===== src/rtl/alk_pkg.sv =====
// Shared encodings and iteration constants for the mul/div sequencer.
package alk_pkg;

    typedef enum logic [1:0] {
        OP_MUL  = 2'b00,
        OP_DIV  = 2'b01,
        OP_DIVD = 2'b10,
        OP_REM  = 2'b11
    } op_e;

    typedef enum logic [1:0] {
        SIZE_BYTE     = 2'b00,
        SIZE_WORD     = 2'b01,
        SIZE_LONG     = 2'b10,
        SIZE_LONG_ALT = 2'b11
    } size_e;

    typedef enum logic [2:0] {
        ST_IDLE  = 3'd0,
        ST_INIT  = 3'd1,
        ST_LOOP  = 3'd2,
        ST_FIXUP = 3'd3,
        ST_DONE  = 3'd4
    } state_e;

    localparam int         CNT_W     = 7;
    localparam logic [6:0] ITER_BYTE = 7'd8;
    localparam logic [6:0] ITER_WORD = 7'd16;
    localparam logic [6:0] ITER_LONG = 7'd32;
    localparam logic [6:0] ITER_DIVD = 7'd64;

    // Iteration count for an op; the 64-bit dividend form ignores size.
    function automatic logic [6:0] iter_count(input op_e op, input size_e size);
        logic [6:0] n;
        if (op == OP_DIVD) begin
            n = ITER_DIVD;
        end else begin
            case (size)
                SIZE_BYTE: n = ITER_BYTE;
                SIZE_WORD: n = ITER_WORD;
                default:   n = ITER_LONG;
            endcase
        end
        return n;
    endfunction

endpackage


===== src/rtl/alk_iter_ctr.sv =====
// Loadable 7-bit iteration down-counter; holds at zero rather than wrapping.
module alk_iter_ctr
    import alk_pkg::*;
(
    input  logic             clk_h,
    input  logic             reset_h,
    input  logic             load_h,
    input  logic [CNT_W-1:0] load_val_h,
    input  logic             en_h,
    output logic [CNT_W-1:0] count_h,
    output logic             is_one_h,
    output logic             zero_h
);

    logic [CNT_W-1:0] count_q;

    // Load takes priority over decrement; a stale enable at zero is ignored.
    always_ff @(posedge clk_h or posedge reset_h) begin
        if (reset_h) begin
            count_q <= '0;
        end else if (load_h) begin
            count_q <= load_val_h;
        end else if (en_h && (count_q != '0)) begin
            count_q <= count_q - 1'b1;
        end
    end

    assign count_h  = count_q;
    assign is_one_h = (count_q == 7'd1);
    assign zero_h   = (count_q == '0);

endmodule


===== src/rtl/alk_muldiv_seq.sv =====
// Multiply/divide microsequencer: walks INIT -> LOOP -> (FIXUP) -> DONE.
//
//   state    | meaning
//   ---------+------------------------------------------------------
//   ST_IDLE  | waiting for start_h; op latched and counter loaded on exit
//   ST_INIT  | one setup cycle before the iteration loop
//   ST_LOOP  | one iteration per unstalled cycle, counter counts N..1
//   ST_FIXUP | quotient/remainder correction (all ops except MUL)
//   ST_DONE  | one-cycle completion strobe
module alk_muldiv_seq
    import alk_pkg::*;
(
    input  logic       clk_h,
    input  logic       reset_h,
    input  logic       start_h,
    input  logic [1:0] op_h,
    input  logic [1:0] size_h,
    input  logic       stall_h,
    input  logic       abort_h,
    output logic       loop_flag_h,
    output logic       busy_h,
    output logic       fixup_h,
    output logic       done_h,
    output logic [6:0] count_h,
    output logic [1:0] op_q_h
);

    state_e           state_q;
    state_e           state_d;
    op_e              op_q;
    logic             ctr_load;
    logic             ctr_en;
    logic             ctr_is_one;
    logic             ctr_zero;
    logic [CNT_W-1:0] ctr_load_val;

    // Size only matters for the iteration count, so it is captured as the
    // counter's load value rather than held in a separate register.
    assign ctr_load_val = iter_count(op_e'(op_h), size_e'(size_h));

    alk_iter_ctr u_iter_ctr (
        .clk_h      (clk_h),
        .reset_h    (reset_h),
        .load_h     (ctr_load),
        .load_val_h (ctr_load_val),
        .en_h       (ctr_en),
        .count_h    (count_h),
        .is_one_h   (ctr_is_one),
        .zero_h     (ctr_zero)
    );

    // State register.
    always_ff @(posedge clk_h or posedge reset_h) begin
        if (reset_h) begin
            state_q <= ST_IDLE;
        end else begin
            state_q <= state_d;
        end
    end

    // Op latch, captured on the same edge that accepts start.
    always_ff @(posedge clk_h or posedge reset_h) begin
        if (reset_h) begin
            op_q <= OP_MUL;
        end else if (ctr_load) begin
            op_q <= op_e'(op_h);
        end
    end

    // Next-state and counter control; abort beats stall and start.
    always_comb begin
        state_d  = state_q;
        ctr_load = 1'b0;
        ctr_en   = 1'b0;
        if (abort_h) begin
            state_d = ST_IDLE;
        end else begin
            case (state_q)
                ST_IDLE: begin
                    if (start_h) begin
                        state_d  = ST_INIT;
                        ctr_load = 1'b1;
                    end
                end
                ST_INIT: begin
                    if (!stall_h) state_d = ST_LOOP;
                end
                ST_LOOP: begin
                    if (!stall_h) begin
                        ctr_en = !ctr_zero;
                        if (ctr_is_one || ctr_zero) begin
                            state_d = (op_q == OP_MUL) ? ST_DONE : ST_FIXUP;
                        end
                    end
                end
                ST_FIXUP: begin
                    if (!stall_h) state_d = ST_DONE;
                end
                ST_DONE: begin
                    if (!stall_h) state_d = ST_IDLE;
                end
                default: state_d = ST_IDLE;
            endcase
        end
    end

    assign loop_flag_h = (state_q == ST_LOOP);
    assign busy_h      = (state_q != ST_IDLE);
    assign fixup_h     = (state_q == ST_FIXUP);
    assign done_h      = (state_q == ST_DONE);
    assign op_q_h      = op_q;

endmodule


===== config.mk =====
export PLATFORM = sky130hd
export DESIGN_NAME = alk_muldiv_seq
export DESIGN_NICKNAME = d
export VERILOG_FILES = /design/src/rtl/alk_pkg.sv /design/src/rtl/alk_iter_ctr.sv /design/src/rtl/alk_muldiv_seq.sv
export SDC_FILE = /design/constraint.sdc
export NUM_CORES = 1
export LEC_CHECK = 0
export BUFFER_PORTS_ARGS = -buffer_cell sky130_fd_sc_hd__buf_2
export CELL_PAD_IN_SITES_DETAIL_PLACEMENT = 0
export CELL_PAD_IN_SITES_GLOBAL_PLACEMENT = 1
export CORE_MARGIN = 2
export CORE_UTILIZATION = 39
export CTS_CLUSTER_DIAMETER = 50
export DETAILED_ROUTE_END_ITERATION = 10
export PLACE_DENSITY = 0.8
export SYNTH_ARGS = -nofsm -noshare
export SYNTH_HDL_FRONTEND = slang
export SYNTH_SLANG_ARGS = --single-unit

===== constraint.sdc =====
create_clock -name clk_h -period 5.9 [get_ports clk_h]
set_input_delay 1.18 -clock clk_h [delete_from_list [all_inputs] [get_ports clk_h]]
set_output_delay 1.18 -clock clk_h [all_outputs]
set_load 0.05 [all_outputs]

Word-level counts from Yosys, hierarchy flattened
Index checks and enable logic that the tools add are counted.
{"block": "totals", "register_bits": 12, "in_bits": 9, "out_inout_bits": 13}
{"block": "op_classes", "add_sub_neg": 1, "eq_ne": 13, "n_mux": 19, "reduce_logical": 11}
{"operator": "2-to-1 mux 3 bit", "count": 8}
{"operator": "2-to-1 mux 7 bit", "count": 3}
{"operator": "inequality test 3 bit, second input constant", "count": 5}
{"operator": "one-hot mux 3 bit (5 select lines)", "count": 1}
{"operator": "one-hot mux 6 bit (2 select lines)", "count": 1}
{"operator": "equality test 7 x 1 -> 1 bit, second input constant", "count": 1}
{"operator": "zero test 7 bit", "count": 1}
{"operator": "nonzero test 7 bit", "count": 1}
{"operator": "subtractor 7 x 1 -> 7 bit, second input constant", "count": 1}
{"operator": "equality test 3 x 2 -> 1 bit, second input constant", "count": 2}
{"operator": "2-to-1 mux 1 bit", "count": 6}
{"operator": "AND reduction 6 bit", "count": 1}
{"operator": "zero test 2 bit", "count": 2}
{"operator": "equality test 3 x 1 -> 1 bit, second input constant", "count": 1}
{"operator": "equality test 3 bit, second input constant", "count": 1}
{"operator": "zero test 3 bit", "count": 1}
{"operator": "inequality test 3 x 2 -> 1 bit, second input constant", "count": 1}
{"operator": "nonzero test 3 bit", "count": 1}
{"operator": "equality test 2 x 1 -> 1 bit, second input constant", "count": 1}
{"operator": "equality test 2 bit, second input constant", "count": 1}
{"operator": "nonzero test 2 bit", "count": 1}
{"operator": "logical AND 1 bit", "count": 1}
{"operator": "zero test 1 bit", "count": 1}
{"operator": "logical OR 1 bit", "count": 1}

Logic depth before layout (Yosys ltp)
Gate-level depths: netlist of the first run.
{"block": "logic_depth", "depth_word": 8, "mapped_depth": 6}

Cells and area by module
Synthesis of the first run repeated with hierarchy kept, for this count alone.
{"block": "hier_totals", "cells_unflattened": 100, "hier_area_um2": 887.1}
{"mod": "alk_iter_ctr", "n_inst": 1, "cells_each": 56, "area_each_um2": 510.5, "seq_area_each_um2": 175.2}
{"mod": "alk_muldiv_seq", "n_inst": 1, "cells_each": 44, "area_each_um2": 376.6, "seq_area_each_um2": 125.1}

Worst setup path before layout of the first run
Ideal clock, no wire load.
{"block": "synth_path", "kind": "reg2out", "startpoint": "register state_q[1]", "endpoint": "output port loop_flag_h", "arrival_ps": 1789, "t_required_ps": 4720, "setup_slack_ps": 2931, "stages_incl_launch_ff": 3, "n_path_buf": 1, "cell_sequence": "dfrtp_1 clkbuf_1 nor3b_1"}
{"block": "synth_via", "elab_chain_len": 1}
{"item": "start: declaration", "line_no": "alk_muldiv_seq.sv:28", "rtl": "state_e state_q;"}
{"item": "start signal: assignment", "line_no": "alk_muldiv_seq.sv:57", "rtl": "state_q <= state_d;"}
{"item": "equality test 3 x 2 -> 1 bit", "line_no": "alk_muldiv_seq.sv:107", "rtl": "assign loop_flag_h = (state_q == ST_LOOP);"}
{"item": "end: declaration", "line_no": "alk_muldiv_seq.sv:20", "rtl": "output logic loop_flag_h,"}
Every way passes these cells.

Worst setup path in the final report of the first run
{"block": "layout_path", "startpoint": "input port abort_h", "endpoint": "register u_iter_ctr.count_q[5] (netlist: u_iter_ctr.count_h[5])"}
{"block": "layout_via", "elab_chain_len": 3, "word_cells_on_any_way": 5, "classes_between": "3 x mux; 2 x reduce/logical"}
{"item": "start: declaration", "line_no": "alk_muldiv_seq.sv:19", "rtl": "input logic abort_h,"}
{"item": "2-to-1 mux 1 bit", "line_no": "alk_muldiv_seq.sv:75", "rtl": "if (abort_h) begin"}
{"item": "logical AND 1 bit", "line_no": "alk_iter_ctr.sv:23", "rtl": "end else if (en_h && (count_q != '0)) begin"}
{"item": "nonzero test 2 bit (no line)"}
{"item": "end signal: assignment", "line_no": "alk_iter_ctr.sv:22", "rtl": "count_q <= load_val_h;"}
{"item": "end signal: assignment", "line_no": "alk_iter_ctr.sv:24", "rtl": "count_q <= count_q - 1'b1;"}
{"item": "end: declaration", "line_no": "alk_iter_ctr.sv:15", "rtl": "logic [CNT_W-1:0] count_q;"}
Parallel ways exist; a longest one is shown, timed or not.
A chain may end at the register's enable or synchronous reset.

==> flow_summary.json, run 1 <==
{
  "arrival_ps": 2860,
  "path_buf_inv": 1,
  "die_width_um": 49.1,
  "max_slew_margin_pct": 52.5,
  "synth_edf_count": 0,
  "io_pins": 22,
  "gr-usage-met3_pct": 3.07,
  "synth_xor_area_share_pct": 5.53,
  "muxShareOfSynthArea_pct": 2.69,
  "yosys.area_share.simple_pct": 28.0,
  "grt_pass1_wl_mm": 2.93,
  "crit_chain": "buf_2, or4b_1, a211o_1, or4_1, a31oi_1",
  "routed_wl_mm": 1.67,
  "die-area_um2": 2410,
  "cpPeakStageDelay_ps": 600,
  "endpoint_kind": "flop",
  "ant_nets": 0,
  "rows": 16,
  "synth_compound_area_share_pct": 17.2,
  "drv_slew": 0,
  "syn_avg_cell_area_um2": 8.61,
  "met2_usage_pct": 24.8,
  "place_hpwl_mm": 1.30,
  "vias": 736,
  "numCtsBuffers": 3,
  "yosysSeqAreaShare_pct": 37.9,
  "grt.busiest_layer": "met2",
  "drt-vias-per-instance": 5.26,
  "post-synth-top-count-cell": "dfrtp_1",
  "maxCapViolations": 0,
  "antenna_found_initial": 0,
  "cts_tree": "built",
  "synth_top_family_by_area": "simple AND/OR/NAND/NOR gates",
  "synth_nets": 104,
  "setup_tns_ps": 0,
  "grt_pass1_vias": 679,
  "period_share_pct": 45.0,
  "dpl_cell_area_um2": 915,
  "drt_iter0_drc": 6,
  "cp-start-kind": "primary input",
  "required_ps": 6100,
  "cts_setup_buffers": 0,
  "clockRootBuffer": "clkbuf_4",
  "ir_drop_uv": 339,
  "grt_max_degree": 13,
  "netlist_area_um2": 792,
  "yosys-top-cells-count": "dfrtp_1 (12), nand2_1 (10), nor2_1 (9)",
  "cpLargestDelayFamily": "simple AND/OR/NAND/NOR gates",
  "hold_viol_final": 0,
  "detail_route.wl_per_cell_um": 11.9,
  "synth_largest_area_cell": "dfrtp_1",
  "worst_slew_pin_slew_ps": 705,
  "grt-ovfl-total": 0,
  "ys_warn_count": 0,
  "netlist_instances": 92,
  "clkTransAtPathRegs_ps": 80,
  "hold_class": "flop to flop",
  "fin_skew_ps": 1.40,
  "setup_viol_count_final": 0,
  "port_buffers": 21,
  "clk_path_buf_depth": 2,
  "htreeDepth": 1,
  "synth.distinct_cells": 34,
  "initial_core_util_pct": 40.8,
  "dieHeight_um": 49.1,
  "rsz0062_at_grt": "false",
  "cp_max_fo": 7,
  "nets": 126,
  "path_class": "primary input to flop",
  "stdcell_area_um2": 951,
  "first_pass_iters": 4,
  "fin_crit_ps": 2650,
  "grtUsageTotal_pct": 15.6,
  "grt.met1_usage_pct": 20.9,
  "postCtsHoldBufs": 0,
  "insertion_delay_ps": 280,
  "drc_errors": 0,
  "layout-drive-gt1-share_pct": 24.8,
  "area_growth_pct": 20.1,
  "diodes": 0,
  "placeableCoreArea_um2": 1940,
  "finalPower_uw": 583,
  "synth-seq-cells": 12,
  "synth_top_area_share_pct": 37.9,
  "cts_resized": 0,
  "max_freq_mhz": 377,
  "status": "finished, final reports clean",
  "synth_flop_cell": "dfrtp_1",
  "cp_slowest_cell": "or4b_1",
  "globalplace.congestion": 0.747,
  "power_density_nw_per_um2": 613,
  "yosys-top-cells-area": "dfrtp_1 (38%), xnor2_1 (5.5%), ha_1 (4.7%)",
  "cts.sinks": 12,
  "async_flop_share_pct": 100,
  "leakage_nw": 0.456,
  "synth_fa_ha_area_share_pct": 4.74
}
## flip-flops by register name (all words and copies together), names as in the netlist
name                cells
u_iter_ctr.count_h      7
op_q_h                  2
state_q                 3
## worst paths after layout
check	endpoint	start	slack, ps	depth (start not counted)
worst max-delay path	u_iter_ctr.count_h[5]$_DFFE_PP0P_	abort_h	3250	5
worst min register to register	op_q_h[0]$_DFFE_PP0P_	op_q_h[0]$_DFFE_PP0P_	500	2
max in group asynchronous	u_iter_ctr.count_h[1]$_DFFE_PP0P_	reset_h	4700	2
worst max register to register	u_iter_ctr.count_h[5]$_DFFE_PP0P_	state_q[0]$_DFFE_PP0P_	3700	4
min in group asynchronous	state_q[2]$_DFFE_PP0P_	reset_h	890	2
worst min-delay path	op_q_h[0]$_DFFE_PP0P_	op_q_h[0]$_DFFE_PP0P_	500	2
## metrics by stage
step                setup WS, ps  hold WS (ps)  std cells  utilization (%)
global route                3200           535        140             49.0
detailed placement          2940           485        136             47.1
finish                      3250           503        140             49.0
CTS                         3250           504        140             49.0
global placement            2950           478        136             47.1
floorplan                   2930           598         92                -
## layer usage
layer	up-vias	wire length [um]
met5	-	0
li1	374	-
met4	0	20
met2	19	760
met1	339	794
met3	4	90
## kinds of logic (layout without fill, tap and decap cells)
group                    after synthesis  in the layout
AND/OR/NAND/NOR                       42             42
AO/OA/AOI/OAI                         20             20
flip-flops                            12             12
buffers and inverters                  8             29
XOR/XNOR                               5              5
adder cells (fa/ha/maj)                3              3
multiplexers                           2              2
## tightest hold or removal path, stage by stage, from the launching register on
cell	delay (ps)
dfrtp_1	370
nand2_1	60
nand2_1	50
## cell usage in the layout, fill, tap and decap left out, types with 3 or more instances in the layout
master    synthesis  routed
and3_1            3       3
nor2_1            9       9
or3_1             3       3
o21ai_0           5       5
dfrtp_1          12      12
inv_1             4       4
nand2_1          10      10
xnor2_1           5       5
a211oi_1          3       3
clkbuf_4          0       3
ha_1              3       3
buf_2             0      21
## final cells by class
| type | count | area, um^2 |
|---|---|---|
| Inverter | 4 | 15.0 |
| Fill cell | 191 | 991 |
| Multi-Input combinational cell | 72 | 460 |
| Timing Repair Buffer | 21 | 105 |
| Clock buffer | 4 | 36.3 |
| Sequential cell | 12 | 300 |
| Tap cell | 27 | 33.8 |
## report_power, final
group	internal [mW]	switching (mW)	total [mW]	leakage [nW]
logic	0.103	0.247	0.351	0.279
clock network	0.0376	0.0297	0.0673	0.0210
registers	0.117	0.0480	0.165	0.156
total	0.259	0.325	0.583	0.456
No activity file was read; power rests on OpenSTA's default activity.
==> run 2, diff against run 1 <==
- CORE_UTILIZATION: 39 -> 33
- PLACE_DENSITY: 0.8 -> 0.72
- clock period: 5.9 -> 2.2 ns (I/O delays scaled with it)
==> run 2 against run 1 <==
Compared with the run above: clock skew grew 2.7 ps; clock power rose by 110%; setup slack worse by 3000 ps; critical path depth decreased by 1; utilization fell by 4.3 points; highest routed layer unchanged; largest power group unchanged; final area is 5.0% higher; largest cell class unchanged; wire length is 13% higher; critical endpoint unchanged; sequential power increased to 2.5 times the previous value; first-iteration DRC count up 17%; final cell count rose by 5.0%; die area is 17% higher; combinational power rose to 3.0 times the previous value.
==> flow_summary.json, run 2 (synthesis gave the netlist of run 1 again) <==
{
  "maxCapViolations": 0,
  "dpl_cell_area_um2": 967,
  "r2r-end": "u_iter_ctr.count_h[5]$_DFFE_PP0P_",
  "ant_nets": 0,
  "detail_route.wl_per_cell_um": 12.8,
  "grt_pass1_wl_mm": 3.42,
  "setup_viol_count_final": 0,
  "fin_crit_ps": 2000,
  "drv_slew": 0,
  "ir_drop_uv": 715,
  "top_layer": "met4",
  "stdcell_area_um2": 998,
  "hold_ws_ps": 171,
  "wl_met1_um": 876,
  "cts_resized": 0,
  "grtUsageTotal_pct": 17.1,
  "hold_viol_final": 0,
  "die_width_um": 53.0,
  "drt-vias-per-instance": 5.23,
  "cts_tree": "built",
  "arrival_ps": 2190,
  "clockRootBuffer": "clkbuf_4",
  "hold_class": "primary input to async pin",
  "endpoint_kind": "flop",
  "final_core_util_pct": 44.7,
  "clk_path_buf_depth": 2,
  "path_class": "flop to flop",
  "vias": 769,
  "cts.sinks": 12,
  "placeableCoreArea_um2": 2230,
  "crit-reg2reg-launch": "state_q[2]$_DFFE_PP0P_",
  "antenna_found_initial": 0,
  "dp.cells": 143,
  "diodes": 0,
  "finalPower_mw": 1.60,
  "grt_max_degree": 13,
  "dieHeight_um": 53.0,
  "cp_max_fo": 7,
  "layout-drive-gt1-share_pct": 30.3,
  "worst_slew_pin_slew_ps": 472,
  "largest_register_ffs": 7,
  "numCtsBuffers": 3,
  "status": "finished, final reports clean",
  "port_buffers": 21,
  "cts_setup_buffers": 0,
  "grt_pass1_vias": 765,
  "wl_met3_um": 67,
  "postCtsHoldBufs": 0,
  "required_ps": 2390,
  "rows": 17,
  "place_hpwl_mm": 1.45,
  "drc_errors": 0,
  "final.fill_count": 243,
  "initial_core_util_pct": 35.5,
  "max_freq_mhz": 501,
  "io_pins": 22,
  "layout_common_cells": "buf_2 (21), dfrtp_1 (11), nand2_1 (10)",
  "met2_length_um": 906,
  "grt-ovfl-total": 0,
  "leakage_nw": 0.485,
  "nets": 132,
  "max_slew_margin_pct": 68.3,
  "routed_wl_mm": 1.88,
  "drt_iter0_drc": 7,
  "first_pass_iters": 4,
  "insertion_delay_ps": 270,
  "period_share_pct": 90.8,
  "globalplace.congestion": 0.720,
  "r2r_setup_slack_ps": 200,
  "cp-start-kind": "flop",
  "htreeDepth": 1,
  "die-area_um2": 2810,
  "fin_skew_ps": 4.13,
  "rsz0062_at_grt": "false",
  "layout_commonest_cell": "buf_2",
  "worstRegToRegCells": 4,
  "fin_cells": 147,
  "area_growth_pct": 26.1,
  "clkTransAtPathRegs_ps": 80,
  "power_density_nw_per_um2": 1600
}
[run 2: where the power goes]
part | internal [mW] | total, mW | leakage [nW] | switching (mW)
combinational | 0.326 | 1.04 | 0.316 | 0.717
clock | 0.0701 | 0.141 | 0.0150 | 0.0712
sequential | 0.316 | 0.414 | 0.154 | 0.0978
total | 0.712 | 1.60 | 0.485 | 0.886
[run 2: worst max-delay path, stage by stage, from the launching register on]
cell and delay, ps:
dfrtp_1 380, or4b_4 590, a211o_1 300, or4_1 480, a31oi_1 170
[run 2: cell type report]
cell class | instances | area [um^2] | share of cell area, %
clock buffer | 4 | 26.3 | 2.63
timing repair buffer | 27 | 150 | 15.0
inverter | 4 | 15.0 | 1.50
multi-input combinational | 72 | 470 | 47.1
sequential | 12 | 302 | 30.2
tap | 28 | 35.0 | 3.51
[run 2: worst max path at each step]
| stage | depth (start not counted) | startpoint | end | slack, ps |
|---|---|---|---|---|
| 2_1_floorplan | 6 | u_iter_ctr.count_h[1]$_DFFE_PP0P_ | u_iter_ctr.count_h[5]$_DFFE_PP0P_ | 3 |
| 3_3_place_gp | 6 | abort_h | u_iter_ctr.count_h[3]$_DFFE_PP0P_ | 10 |
| 3_5_place_dp | 5 | abort_h | u_iter_ctr.count_h[5]$_DFFE_PP0P_ | -20 |
| 4_1_cts | 5 | state_q[2]$_DFFE_PP0P_ | u_iter_ctr.count_h[4]$_DFFE_PP0P_ | 100 |
| 5_1_grt | 6 | u_iter_ctr.count_h[1]$_DFFE_PP0P_ | u_iter_ctr.count_h[5]$_DFFE_PP0P_ | 90 |
| 6_report | 4 | state_q[2]$_DFFE_PP0P_ | u_iter_ctr.count_h[5]$_DFFE_PP0P_ | 200 |
[run 2: per-layer routing]
metal | vias to the layer above | GRT usage, %
li1 | 389 | -
met1 | 361 | 20.6
met2 | 15 | 28.5
met3 | 4 | 2.82
met4 | 0 | 9.83
met5 | - | 0
[run 2: through the flow]
stage	worst slack (ps)	setup TNS [ps]
6_report	203	0
5_1_grt	91.6	0
4_1_cts	104	0
3_5_place_dp	-15.8	-15.8
3_3_place_gp	12.9	0
2_1_floorplan	3.36	0
